## config.mk

```make
export PLATFORM = sky130hd
export DESIGN_NAME = hub75_capture
export DESIGN_NICKNAME = d
export VERILOG_FILES = /design/src/rtl/hub75_capture.sv
export SDC_FILE = /design/constraint.sdc
export NUM_CORES = 2
export LEC_CHECK = 0
export ABC_AREA = 0
export CORE_MARGIN = 8
export CORE_UTILIZATION = 65
export CTS_BUF_LIST = sky130_fd_sc_hd__clkbuf_8
export CTS_CLUSTER_SIZE = 8
export DETAILED_ROUTE_END_ITERATION = 8
export PLACE_DENSITY = 0.9
export SLEW_MARGIN = 20
export SYNTH_ARGS = -nofsm -noshare
export SYNTH_HDL_FRONTEND = slang
export SYNTH_SLANG_ARGS = --single-unit
```

## constraint.sdc

```tcl
create_clock -name clk -period 122.5 [get_ports clk]
set_clock_uncertainty 0.1 [all_clocks]
set_input_delay 36.75 -clock clk [delete_from_list [all_inputs] [get_ports clk]]
set_output_delay 36.75 -clock clk [all_outputs]
set_load 0.03 [all_outputs]
```

## src/rtl/hub75_capture.sv

```systemverilog
// HUB75 receive-side capture: oversamples the panel interface on clk and rebuilds
// the panel's shift registers and row latches into a readable 16x32 RGB frame store.
module hub75_capture #(
   parameter int WIDTH       = 32,
   parameter int ROWS        = 16,
   parameter int SYNC_STAGES = 2
) (
   input  logic       clk,
   input  logic       reset,
   input  logic [5:0] rgb,
   input  logic       lat,
   input  logic       oe,
   input  logic [2:0] abc,
   input  logic       outclk,
   input  logic [3:0] rd_row,
   input  logic [4:0] rd_col,
   output logic [2:0] rd_pix,
   output logic       frame_done,
   output logic [7:0] frame_count,
   output logic [2:0] cur_row,
   output logic       short_err,
   output logic       latch_err
);
   localparam int         SCAN     = ROWS / 2;
   localparam logic [5:0] CNT_MAX  = 6'd63;
   localparam logic [5:0] CNT_ROW  = 6'(WIDTH);
   localparam logic [2:0] LAST_ROW = 3'(SCAN - 1);

   logic [SYNC_STAGES-1:0][11:0]     r_sync;
   logic                             r_outclk_d;
   logic                             r_lat_d;
   logic [5:0][WIDTH-1:0]            r_sr;
   logic [5:0]                       r_shift_cnt;
   logic [SCAN-1:0]                  r_mask;
   logic [ROWS-1:0][WIDTH-1:0][2:0]  r_store;
   logic [2:0]                       r_rd_pix;
   logic                             r_frame_done;
   logic [7:0]                       r_frame_count;
   logic [2:0]                       r_cur_row;
   logic                             r_short_err;
   logic                             r_latch_err;

   logic [11:0]           w_in;
   logic [11:0]           w_s;
   logic [5:0]            w_rgb;
   logic                  w_lat;
   logic                  w_oe;
   logic [2:0]            w_abc;
   logic                  w_outclk;
   logic                  w_shift;
   logic                  w_latch;
   logic [5:0][WIDTH-1:0] w_sr_nxt;
   logic [5:0]            w_cnt_nxt;
   logic [SCAN-1:0]       w_mask_set;
   logic                  w_complete;
   logic [3:0]            w_row_top;
   logic [3:0]            w_row_bot;

   // All twelve HUB75 bits share one synchroniser chain so they stay aligned.
   assign w_in     = {rgb, lat, oe, abc, outclk};
   assign w_s      = r_sync[SYNC_STAGES-1];
   assign w_rgb    = w_s[11:6];
   assign w_lat    = w_s[5];
   assign w_oe     = w_s[4];
   assign w_abc    = w_s[3:1];
   assign w_outclk = w_s[0];

   assign w_shift    = w_outclk & ~r_outclk_d;
   assign w_latch    = w_lat & ~r_lat_d;
   assign w_mask_set = r_mask | (SCAN'(1) << w_abc);
   assign w_complete = (w_abc == LAST_ROW) && (&w_mask_set);
   assign w_row_top  = {1'b0, w_abc};
   assign w_row_bot  = {1'b1, w_abc};
   assign w_cnt_nxt  = (w_shift && r_shift_cnt != CNT_MAX) ? r_shift_cnt + 6'd1 : r_shift_cnt;

   // Latch sees the post-shift registers when outclk and lat rise together.
   always_comb begin
      w_sr_nxt = r_sr;
      if (w_shift)
         for (int i = 0; i < 6; i++)
            w_sr_nxt[i] = {r_sr[i][WIDTH-2:0], w_rgb[i]};
   end

   always_ff @(posedge clk or posedge reset) begin
      if (reset) begin
         r_sync      <= '0;
         r_outclk_d  <= 1'b0;
         r_lat_d     <= 1'b0;
         r_sr        <= '0;
         r_shift_cnt <= '0;
      end else begin
         r_sync[0] <= w_in;
         for (int i = 1; i < SYNC_STAGES; i++)
            r_sync[i] <= r_sync[i-1];
         r_outclk_d  <= w_outclk;
         r_lat_d     <= w_lat;
         r_sr        <= w_sr_nxt;
         r_shift_cnt <= w_latch ? 6'd0 : w_cnt_nxt;
      end
   end

   always_ff @(posedge clk or posedge reset) begin
      if (reset) begin
         r_mask        <= '0;
         r_frame_done  <= 1'b0;
         r_frame_count <= '0;
         r_cur_row     <= '0;
         r_short_err   <= 1'b0;
         r_latch_err   <= 1'b0;
      end else begin
         r_frame_done <= w_latch & w_complete;
         if (w_latch) begin
            r_cur_row <= w_abc;
            if (w_cnt_nxt < CNT_ROW) r_short_err <= 1'b1;
            if (!w_oe)               r_latch_err <= 1'b1;
            // Any latch of the last row resyncs the mask, complete or not.
            if (w_abc == LAST_ROW) r_mask <= '0;
            else                   r_mask <= w_mask_set;
            if (w_complete) r_frame_count <= r_frame_count + 8'd1;
         end
      end
   end

   always_ff @(posedge clk or posedge reset) begin
      if (reset) begin
         r_store <= '0;
      end else if (w_latch) begin
         for (int c = 0; c < WIDTH; c++) begin
            r_store[w_row_top][c] <= {w_sr_nxt[5][WIDTH-1-c], w_sr_nxt[4][WIDTH-1-c], w_sr_nxt[3][WIDTH-1-c]};
            r_store[w_row_bot][c] <= {w_sr_nxt[2][WIDTH-1-c], w_sr_nxt[1][WIDTH-1-c], w_sr_nxt[0][WIDTH-1-c]};
         end
      end
   end

   always_ff @(posedge clk or posedge reset) begin
      if (reset) r_rd_pix <= '0;
      else       r_rd_pix <= r_store[rd_row][rd_col];
   end

   assign rd_pix      = r_rd_pix;
   assign frame_done  = r_frame_done;
   assign frame_count = r_frame_count;
   assign cur_row     = r_cur_row;
   assign short_err   = r_short_err;
   assign latch_err   = r_latch_err;
endmodule

```

==> impl_metrics.json <==
{
  "worstSetupPathType": "in -> reg",
  "ys.flop_type": "dfrtp_1",
  "layout.nets": 6904,
  "dieArea_mm2": 0.128,
  "post-route-util": 0.706,
  "ant_nets": 0,
  "setup_viol": 0,
  "rsz0062_at_grt": "no",
  "synth_edf_count": 0,
  "slew_headroom": 0.187,
  "htreeDepth": 5,
  "max_cap_viol_count": 0,
  "fin_tns_setup_ns": 0,
  "timing.final.crit_share": 0.338,
  "fmax_mhz": 24.1,
  "wl_per_cell_um": 24.3,
  "period_needed_ns": 41.45,
  "worstMarginPinSlew_ns": 1.21,
  "avgSynthCellArea_um2": 10.9,
  "grt_overflow": 0,
  "yosys_warnings": 0,
  "ys_seq_elements": 1784,
  "start_util": 0.655,
  "routed_via_density": 6.81,
  "async_reset_ff_frac": 1.00,
  "tritoncts": "yes",
  "routed_wl_um": 208000,
  "grtUsageMet1": 0.405,
  "final_layout_size_suffix_gt1_frac": 0.102,
  "syn_inst": 6978,
  "crit_fanout": 119,
  "fin_area_mm2": 0.0819,
  "drt_iter0_markers": 8018,
  "leakage_uw": 0.0384,
  "worstSkewPairLatency_ns": 1.01,
  "grt_pass1_wl_um": 329000,
  "cp_cell_sequence": "buf_8 -> buf_12 -> buf_4 -> buf_4 -> mux4_2 -> nor3_1 -> or4_1 -> nor3_1 -> nand4_1 -> and4_1 -> nor4_1",
  "drt_pass1_iterations": 8,
  "io_pins": 40,
  "grt_max_degree": 211,
  "clk_path_buf_depth": 4,
  "busiest_layer": "met2",
  "drc": 0,
  "post-cts-setup-buffers": 0,
  "use_met3": 0.0925,
  "dp_hpwl_um": 116000,
  "hold_slack_ns": 0.223,
  "critPathRequiredTime_ns": 123.24,
  "dpl_cell_area_mm2": 0.0767,
  "cp-end-kind": "flip-flop",
  "vias": 58321,
  "dieWidth_um": 358,
  "outcome": "complete, no violations",
  "cts_root_buffer": "clkbuf_8",
  "core-area_mm2": 0.116,
  "use_met2": 0.504,
  "antenna_found_initial": 5,
  "synth.cell_area_mm2": 0.0760,
  "clk_pin_slew_ns": 0.06,
  "hold_buffers": 0,
  "cts_made_buffers": 297,
  "num_rows": 125,
  "port_buffers": 39,
  "power.total_uw": 1390,
  "drv_slew": 0,
  "power_density_mw_per_mm2": 16.9,
  "min_path_type": "reg -> reg",
  "grt_pass1_vias": 60506,
  "hold_violations": 0,
  "chipHeight_um": 358,
  "track_usage": 0.325,
  "ir_worst_vdd_v": 0.0000128,
  "postCtsResizedCells": 0,
  "synth_nets": 7003,
  "worstPathArrival_ns": 42.19,
  "ys_seq_area_frac": 0.587,
  "syn_to_final_growth_pct": 7.70,
  "place_congestion": 0.849,
  "clock_sinks": 1784,
  "worst_path_max_delay_cell": "buf_4",
  "synth.distinct_cells": 68,
  "max_stage_delay_ns": 0.88,
  "cp-start-kind": "primary input"
}
==> critical path, delay by kind of cell <==
kind          cells  cell delay (ns)
buf+inv           4             3.19
mux               1             0.38
simple gates      6             1.68
==> metrics by stage <==
step / instances / setup slack, ns
after global placement: 8102 / 80.24
after floorplan: 6978 / 35.29
after CTS: 8560 / 81.20
final: 8567 / 81.05
after detailed placement: 8102 / 80.19
after global routing: 8564 / 80.84
==> layout make-up <==
type,count,area (um^2)
flip-flops and latches,1784,44600
fillers,7096,34200
multi-input cells,4464,28300
clock buffers,325,4470
well taps,1524,1910
repair buffers,124,1210
inverters,208,791
clock inverters,133,604
diodes,5,12.5
==> registers in the layout, indices dropped and copies added (netlist names), named ones only <==
| register | cells |
|---|---|
| frame_done | 1 |
| frame_count | 8 |
| w_s | 12 |
| latch_err | 1 |
| rd_pix | 3 |
| r_lat_d | 1 |
| r_shift_cnt | 6 |
| r_sr | 192 |
| cur_row | 3 |
| r_store | 1536 |
| r_mask | 6 |
| short_err | 1 |
| r_outclk_d | 1 |
| r_sync | 12 |
==> cells in the mapped netlist (14+ instances only) <==
cell type | count | area, um^2
dfrtp_1 | 1784 | 44600
nand2_1 | 1614 | 6060
o21ai_0 | 1591 | 7960
mux2i_1 | 451 | 4510
clkbuf_1 | 381 | 1430
mux4_2 | 252 | 5680
inv_1 | 208 | 781
o22ai_1 | 84 | 526
o221ai_1 | 78 | 683
nor3_1 | 66 | 330
nor2_1 | 56 | 210
a21oi_1 | 54 | 270
buf_1 | 42 | 158
buf_2 | 40 | 200
buf_6 | 36 | 405
nand3_1 | 30 | 150
nor4_1 | 25 | 156
mux4_1 | 15 | 394
nand4_1 | 14 | 87.6
==> final timing paths <==
| check | startpoint | end | slack [ns] | cells past startpoint |
|---|---|---|---|---|
| max in group asynchronous | reset | r_sr[167] | 82.09 | 6 |
| setup / recovery | rd_row[0] | rd_pix[0] | 81.05 | 11 |
| setup reg to reg | w_s[1] | r_store[520] | 117.65 | 7 |
| min in group asynchronous | reset | r_store[796] | 36.20 | 2 |
| hold reg to reg | r_sync[4] | w_s[4] | 0.22 | 0 |
| hold / removal | r_sync[4] | w_s[4] | 0.22 | 0 |
==> power breakdown <==
part | switching [uW] | internal, uW | leakage, uW
registers | 51.1 | 671 | 0.0242
logic | 124 | 67.1 | 0.0111
clock network | 229 | 244 | 0.00301
total | 404 | 982 | 0.0384
==> layer usage <==
layer  share of wire  wire length, um
met1            0.35            73000
met2            0.46            96000
met3            0.12            25200
met4           0.066            13800
met5        0.000053               11
==> logic make-up after synthesis <==
group	after synthesis	synth area share
AOI/OAI and AO/OA	1882	0.133
DFF	1784	0.587
xor gates and xnor gates	12	0.00138
adders and majority gates	2	0.000329
and+or+nand+nor	1847	0.0958
muxes	721	0.140
buffers and inverters	730	0.0430
==> placed cells by master (no fill, tap or decap), types with 7 or more instances in the layout <==
| cell | count |
|---|---|
| clkdlybuf4s50_1 | 35 |
| mux2i_1 | 451 |
| nand3_1 | 25 |
| a22oi_1 | 7 |
| o221ai_1 | 78 |
| nor2_1 | 56 |
| nand2b_1 | 9 |
| clkbuf_8 | 325 |
| nand2_1 | 1610 |
| nor3_1 | 63 |
| nor4_1 | 25 |
| inv_1 | 318 |
| buf_12 | 9 |
| mux4_2 | 252 |
| o21ai_0 | 1591 |
| buf_4 | 70 |
| dfrtp_1 | 1784 |
| a21oi_1 | 54 |
| nand4_1 | 14 |
| mux4_1 | 15 |
| o22ai_1 | 84 |
| clkinv_2 | 8 |
| a211o_1 | 9 |
| clkinvlp_4 | 8 |
Note: power is estimated with default switching activity, not from simulation.
